--- src/rtl/fetch_pkg.sv ---
// fetch_pkg: shared types and helpers for the instruction-fetch stage.
//   fetch_state_t     : fetch FSM states (BOOT, RUN, HALT)
//   HALT_WORD_DEFAULT : default instruction encoding that stops fetching
//   addr_bits()       : log2 of the instruction memory depth, used to build
//                       the word-address mask applied to the PC
package fetch_pkg;

    typedef enum logic [1:0] {
        BOOT = 2'd0,
        RUN  = 2'd1,
        HALT = 2'd2
    } fetch_state_t;

    localparam logic [31:0] HALT_WORD_DEFAULT = 32'hFFFF_FFFF;

    // Number of address bits needed for a memory of 'depth' words.
    function automatic int unsigned addr_bits(input int unsigned depth);
        int unsigned bits;
        bits = 0;
        for (int unsigned i = 0; i < 32; i++) begin
            if ((64'd1 << i) < 64'(depth)) begin
                bits = i + 1;
            end
        end
        return bits;
    endfunction

endpackage

--- src/rtl/fetch_stage_pc_unit.sv ---
// pc_unit: program counter register and next-PC selection for fetch_stage.
// Ports:
//   clk, rst_n     : clock, asynchronous active-low reset (pc <= RESET_PC)
//   run            : FSM is in RUN
//   halt_mode      : FSM is in HALT (only a branch may move the PC)
//   stall          : hold request from the hazard unit
//   branch_taken   : redirect request from execute
//   branch_target  : redirect word address (masked to the memory depth)
//   pc             : current PC, drives the instruction memory address
//   advance        : this cycle is a normal fetch (capture + increment)
//   redirect       : this cycle loads branch_target
module pc_unit
    import fetch_pkg::*;
#(
    parameter int unsigned     N        = 32,
    parameter int unsigned     M        = 1024,
    parameter logic [N-1:0]    RESET_PC = '0
) (
    input  logic         clk,
    input  logic         rst_n,
    input  logic         run,
    input  logic         halt_mode,
    input  logic         stall,
    input  logic         branch_taken,
    input  logic [N-1:0] branch_target,
    output logic [N-1:0] pc,
    output logic         advance,
    output logic         redirect
);

    localparam int unsigned  AW        = addr_bits(M);
    localparam logic [N-1:0] ADDR_MASK = N'((64'd1 << AW) - 64'd1);

    logic [N-1:0] pc_next;

    // Priority: branch > stall > normal. BOOT (neither run nor halt_mode)
    // holds the PC; HALT ignores stall and only honours a branch.
    always_comb begin
        redirect = (run | halt_mode) & branch_taken;
        advance  = run & ~branch_taken & ~stall;
        pc_next  = (pc + N'(1)) & ADDR_MASK;
    end

    always_ff @(posedge clk or negedge rst_n) begin
        if (!rst_n) begin
            pc <= RESET_PC;
        end else if (redirect) begin
            pc <= branch_target & ADDR_MASK;
        end else if (advance) begin
            pc <= pc_next;
        end
    end

endmodule

--- src/rtl/fetch_stage.sv ---
// fetch_stage: instruction-fetch stage of the hybrid ARM/MIPS pipeline.
// Owns the PC (via pc_unit), drives the word-addressed instruction memory
// and loads the IF/ID register. Handles stall, branch redirect and halt.
// Ports:
//   clk, rst_n     : clock, asynchronous active-low reset
//   stall          : hold PC and IF/ID register
//   branch_taken   : redirect request (wins over stall, also leaves HALT)
//   branch_target  : redirect word address
//   imem_address   : instruction memory address (= pc)
//   imem_data      : combinational instruction memory read data
//   instr_out      : IF/ID instruction word
//   pc_out         : IF/ID PC of instr_out
//   valid_out      : IF/ID entry holds a real instruction
//   halted         : fetch stopped on HALT_WORD
//   fetch_count    : (FETCH_PERF_EN only) number of valid captures
//   stall_count    : (FETCH_PERF_EN only) number of stalled RUN cycles
// Optional feature macro: FETCH_PERF_EN
module fetch_stage
    import fetch_pkg::*;
#(
    parameter int unsigned  N         = 32,
    parameter int unsigned  M         = 1024,
    parameter logic [N-1:0] RESET_PC  = '0,
    parameter logic [N-1:0] HALT_WORD = N'(HALT_WORD_DEFAULT)
) (
    input  logic         clk,
    input  logic         rst_n,
    input  logic         stall,
    input  logic         branch_taken,
    input  logic [N-1:0] branch_target,
    output logic [N-1:0] imem_address,
    input  logic [N-1:0] imem_data,
    output logic [N-1:0] instr_out,
    output logic [N-1:0] pc_out,
    output logic         valid_out,
    output logic         halted
`ifdef FETCH_PERF_EN
    ,
    output logic [N-1:0] fetch_count,
    output logic [N-1:0] stall_count
`endif
);

    fetch_state_t state;
    logic [N-1:0] pc;
    logic         advance;
    logic         redirect;

    pc_unit #(
        .N        (N),
        .M        (M),
        .RESET_PC (RESET_PC)
    ) u_pc (
        .clk           (clk),
        .rst_n         (rst_n),
        .run           (state == RUN),
        .halt_mode     (state == HALT),
        .stall         (stall),
        .branch_taken  (branch_taken),
        .branch_target (branch_target),
        .pc            (pc),
        .advance       (advance),
        .redirect      (redirect)
    );

    assign imem_address = pc;

    // FSM and IF/ID register. halted rises on the first HALT cycle, together
    // with valid_out dropping, one cycle after HALT_WORD itself is delivered.
    always_ff @(posedge clk or negedge rst_n) begin
        if (!rst_n) begin
            state     <= BOOT;
            instr_out <= '0;
            pc_out    <= '0;
            valid_out <= 1'b0;
            halted    <= 1'b0;
        end else begin
            case (state)
                BOOT: begin
                    state <= RUN;
                end
                RUN: begin
                    if (redirect) begin
                        valid_out <= 1'b0;
                    end else if (advance) begin
                        instr_out <= imem_data;
                        pc_out    <= pc;
                        valid_out <= 1'b1;
                        if (imem_data == HALT_WORD) begin
                            state <= HALT;
                        end
                    end
                end
                HALT: begin
                    valid_out <= 1'b0;
                    if (redirect) begin
                        halted <= 1'b0;
                        state  <= RUN;
                    end else begin
                        halted <= 1'b1;
                    end
                end
                default: begin
                    state <= BOOT;
                end
            endcase
        end
    end

`ifdef FETCH_PERF_EN
    always_ff @(posedge clk or negedge rst_n) begin
        if (!rst_n) begin
            fetch_count <= '0;
            stall_count <= '0;
        end else begin
            if (advance) begin
                fetch_count <= fetch_count + N'(1);
            end
            if ((state == RUN) && stall && !branch_taken) begin
                stall_count <= stall_count + N'(1);
            end
        end
    end
`endif

endmodule

--- config.mk ---
export PLATFORM = sky130hd
export DESIGN_NAME = fetch_stage
export DESIGN_NICKNAME = d
export VERILOG_FILES = /design/src/rtl/fetch_pkg.sv /design/src/rtl/fetch_stage_pc_unit.sv /design/src/rtl/fetch_stage.sv
export SDC_FILE = /design/constraint.sdc
export NUM_CORES = 1
export LEC_CHECK = 0
export CAP_MARGIN = 20
export CELL_PAD_IN_SITES_DETAIL_PLACEMENT = 0
export CELL_PAD_IN_SITES_GLOBAL_PLACEMENT = 2
export CORE_MARGIN = 2
export CORE_UTILIZATION = 25
export CTS_BUF_LIST = sky130_fd_sc_hd__clkbuf_16
export CTS_CLUSTER_SIZE = 24
export DETAILED_ROUTE_END_ITERATION = 16
export PLACE_DENSITY_LB_ADDON = 0.1
export SLEW_MARGIN = 20
export SYNTH_ARGS = -nofsm -noshare
export SYNTH_HDL_FRONTEND = slang
export SYNTH_HIERARCHICAL = 1
export SYNTH_SLANG_ARGS = --single-unit
--- constraint.sdc ---
create_clock -name clk -period 2.3 [get_ports clk]
set_input_delay 0.46 -clock clk [delete_from_list [all_inputs] [get_ports clk]]
set_output_delay 0.46 -clock clk [all_outputs]
set_load 0.05 [all_outputs]
Word-level counts from Yosys, hierarchy flattened
Cells that the tools add are included.
W data, S select, Z words.
- bits of input ports: 68
- bits in latches: 0
- RAM bits: 0
- memories: 0
- register bits: 100
- word-level logic and storage cells: 39
- memory bits (read-only): 0
- output and inout port bits: 98
- multiply operators: 0
- $lt $le $gt $ge: 0
- shift operators: 0
- div/mod/pow operators: 0
- bitwise gates (word level): 7
- reductions and logical operators: 6
- muxes and demuxes: 11
- $add $sub $neg: 1
- equal/unequal tests: 8
- operator list (operator ; count):
    $mux W32 ; 2
    $eq A32 B32 Y1 const B ; 1
    $add A10 B1 Y10 const B ; 1
    $mux W2 ; 4
    $ne A2 B2 Y1 const B ; 4
    $pmux W2 S3 ; 1
    $reduce_and A4 Y1 ; 1
    $reduce_bool A2 Y1 ; 2
    $and A1 B1 Y1 ; 3
    $mux W1 ; 3
    $ne A3 B3 Y1 const B ; 1
    $not A1 Y1 ; 3
    $reduce_and A3 Y1 ; 1
    $eq A2 B1 Y1 const B ; 1
    $eq A2 B2 Y1 const B ; 1
    $logic_not A2 Y1 ; 1
    $pmux W1 S2 ; 1
    $reduce_and A2 Y1 ; 1
    $or A1 B1 Y1 ; 1

Depth between registers and ports, before layout
- depth in word-level cells: 6
- mapped depth: 9
- mapped depth without buffers: 7

Hierarchy
Netlist, hierarchy kept.
- modules (own cells, without submodules) (module ; times used ; area an instance (sq um) ; seq. area each (sq um) ; cells an instance):
    fetch_stage ; 1 ; 2638.8 ; 1701.6 ; 165
    pc_unit ; 1 ; 772.0 ; 250.2 ; 91

Worst setup path before layout
OpenSTA, ideal clock, no wires.
- path type: flip-flop to flip-flop
- start: register state[1]
- end: register pc_out[2]
- library setup time: 0.125 ns
- clock period less this slack: 2.064 ns
- data required time: 2.175 ns
- slack: 0.236 ns
- stages on the path, launching flop included: 10
- path buffers: 3
- arrival time: 1.939 ns
- path through: dfrtp_1 -> nand2b_1 -> inv_1 -> o21ai_2 -> inv_2 -> buf_2 -> and3b_1 -> buf_4 -> buf_4 -> mux2_2
- cells in the longest elaborated chain, start to end: 5
- elaborated cells on any way between the ends: 8
- classes of those cells: eq/ne: 2; bitwise: 5; reduce/logical: 1
- ends and longest elaborated chain (element ; RTL line ; source):
    start, declared ; fetch_stage.sv:44 ; fetch_state_t state;
    start signal, assigned ; fetch_stage.sv:72 ; state <= BOOT;
    start signal, assigned ; fetch_stage.sv:80 ; state <= RUN;
    start signal, assigned ; fetch_stage.sv:90 ; state <= HALT;
    $eq A2 B1 Y1 or $eq A2 B2 Y1 (tied branches) ; fetch_stage.sv:56, fetch_stage.sv:57 ;
    $or A1 B1 Y1 (*) ; fetch_stage_pc_unit.sv:39 ; redirect = (run | halt_mode) & branch_taken;
    $and A1 B1 Y1 (*) ; fetch_stage_pc_unit.sv:39 ;
    via redirect ; fetch_stage.sv:47 ; logic redirect;
    $not A1 Y1 (no source line) (*) ; - ;
    $reduce_and A3 Y1 (no source line) (*) ; - ;
    end signal, assigned ; fetch_stage.sv:87 ; pc_out <= pc;
    end, declared ; fetch_stage.sv:34 ; output logic [N-1:0] pc_out,
The timed path passes the listed nets; every way through them passes the cells marked *.
A chain may end at the register's enable or synchronous reset.

Final worst setup path
- start: register u_pc.pc[3]
- end: output imem_address[3]
- RTL lines (element ; RTL line ; source):
    start, declared ; fetch_stage_pc_unit.sv:26 ; output logic [N-1:0] pc,
    start signal, assigned ; fetch_stage_pc_unit.sv:48 ; pc <= branch_target & ADDR_MASK;
    start signal, assigned ; fetch_stage_pc_unit.sv:50 ; pc <= pc_next;
    end, declared ; fetch_stage.sv:31 ; output logic [N-1:0] imem_address,
No word-level cell between the ends.

==> results <==
[sequential cells by signal, indices dropped and copies added (netlist names)]
| register | cells |
|---|---|
| halted | 1 |
| state | 2 |
| valid_out | 1 |
| instr_out | 32 |
| u_pc/pc | 10 |
| pc_out | 32 |
[routing by layer]
metal	share of wire	routed length [µm]	vias to the layer above	global-route usage
li1	-	-	1143	-
met1	0.44	3740	1142	0.154
met2	0.46	3860	86	0.184
met3	0.081	689	11	0.0481
met4	0.022	186	0	0.0610
met5	0	0	-	0
[area by class of cell]
cell class | count | area, µm² | area share
tap | 176 | 220 | 0.0430
inverter | 3 | 11.3 | 0.00220
sequential | 78 | 1950 | 0.381
multi-input combinational | 165 | 1290 | 0.252
clock buffer | 9 | 225 | 0.0439
clock inverter | 5 | 76.3 | 0.0149
timing repair buffer | 134 | 1350 | 0.263
[stage by stage]
stage | util | std cells | setup slack [ns] | hold WS [ns]
CTS | 0.385 | 570 | 0.181 | 0.506
global route | 0.385 | 570 | 0.136 | 0.514
detailed placement | 0.362 | 555 | 0.00897 | 0.361
floorplan | - | 277 | 0.236 | 0.164
global placement | 0.362 | 555 | 0.0475 | 0.364
finish | 0.385 | 570 | 0.203 | 0.493
[cells by family after synthesis]
group,Yosys count,synth area share
AO/OA/AOI/OAI,24,0.0448
multiplexers,65,0.214
flip-flops,78,0.572
buffers and inverters,34,0.0719
adder cells (fa/ha/maj),1,0.00367
other,1,0.00110
XOR/XNOR,4,0.0103
AND/OR/NAND/NOR,49,0.0818
[where the power goes]
group	switching [mW]	internal (mW)	total [mW]
Combinational	1.26	0.700	1.96
Clock	0.558	0.932	1.49
Sequential	0.136	1.62	1.76
Total	1.95	3.25	5.21
[cells in the mapped netlist (4+ instances only)]
cell type,count
o21ai_1,5
dfrtp_1,78
nor2_1,8
buf_4,29
mux2_2,64
nand2_1,14
nand4_1,9
o21ai_0,4
a21oi_1,5
[path summary, 6_finish.rpt]
kind,from,slack (ns),to,cells past startpoint
worst min-delay path,halted$_DFFE_PN0N_,0.49,halted$_DFFE_PN0N_,2
worst max register to register,state[0]$_DFFE_PN0P_,0.33,pc_out[22]$_DFFE_PN0P_,6
worst min register to register,halted$_DFFE_PN0N_,0.49,halted$_DFFE_PN0N_,2
max in group asynchronous,rst_n,1.17,instr_out[2]$_DFFE_PN0P_,3
worst max-delay path,u_pc/pc[3]$_DFFE_PN0P_,0.20,imem_address[3],1
min in group asynchronous,rst_n,0.55,pc_out[23]$_DFFE_PN0P_,2
==> results.yml <==
outcome:
  outcome: "completed"
global_routing:
  grt_use_total: 0.123
  grt_pass1_vias: 2558
  overflow: 0
  antenna_found_initial: 0
  grt_max_degree: 41
  grt_pass1_wl_mm: 13.6
final_layout:
  diodes: 0
  nFillCells: 1303
  area_growth_pct: 50.3
  final_cell_mix: "clkdlybuf4s50_1 (120), dfrtp_1 (78), mux2_2 (64)"
  finalInstanceArea_um2: 5120
  mostFrequentLayoutCell: "clkdlybuf4s50_1"
  drive_above_1_share: 0.259
  fin_nets: 460
job:
  max_cap_violations: 0
power_and_ir_drop:
  vdd_drop_max_uv: 404
  p_total_mw: 5.21
  leakagePower_nw: 2.09
  power_density_nw_per_um2: 1020
setup_path:
  cpLargestDelayFamily: "buffers and inverters"
  crit_path_end_kind: "output pin"
  worstPathRequired_ns: 1.84
  critPathMaxFanout: 6
  critPathSlowestCell: "clkdlybuf4s50_1"
  startpoint_type: "flip-flop"
  arrival_ns: 1.64
  max_stage_delay_ns: 0.84
  critPathBufInv: 1
  path_cells: "clkdlybuf4s50_1"
  critical_path_class: "flip-flop to output pin"
clock_tree:
  insertion_delay_ns: 0.34
  clkTransAtPathRegs_ns: 0.06
  ctsResizeCount: 0
  cts_buffers: 9
  cts_root_buf: "clkbuf_16"
  cts_tree: "done"
  post_cts_buffers: 0
  hold_buffers: 1
  cts.sinks: 78
  clockBufferDepth: 2
  h-tree-depth: 3
floorplanning:
  rows: 42
  die_area_um2: 14600
  start_util: 0.257
  die_w_um: 121
  die_height_um: 121
  io_pins: 166
  core-area_um2: 13300
routing:
  first_pass_iters: 4
  vias: 2382
  drc_errors: 0
  drt-total-wl_mm: 8.48
  drt-initial-drc-count: 60
  ant_nets: 0
  routed_via_density: 4.18
  wl_per_cell_um: 14.9
sta:
  period_needed_ns: 2.10
  rsz0062_at_grt: "no"
  finalHoldViolCount: 0
  tightestPinTransition_ns: 0.548
  drv_slew: 0
  period_share: 0.912
  fin_tns_setup_ns: 0
  max_freq_mhz: 477
  relSlewSlack: 0.634
  finalSetupViolations: 0
  finalClockSkew_ns: 0.00752
synth:
  synth-seq-cells: 78
  synthCells: 256
  synth-main-ff-cell: "dfrtp_1"
  synth_area_um2: 3410
  seq_area_frac_synth: 0.572
  synth_edf_count: 0
  synth_area_leaders: "dfrtp_1 (57%), mux2_2 (21%), buf_4 (6.4%)"
  synth_largest_area_cell: "dfrtp_1"
  synth_top_area_frac: 0.572
  avgSynthCellArea_um2: 13.3
  ys_types: 39
  yosys_warnings: 6
  async_reset_ff_frac: 1.00
placed_design:
  dpl.hpwl_mm: 6.20
  post_dp_cell_area_um2: 4810
  gp_congestion: 0.694
  io_buffers: 121
hold_path:
  hp-class: "flip-flop to flip-flop"
Note: power is estimated with default switching activity, not from simulation.
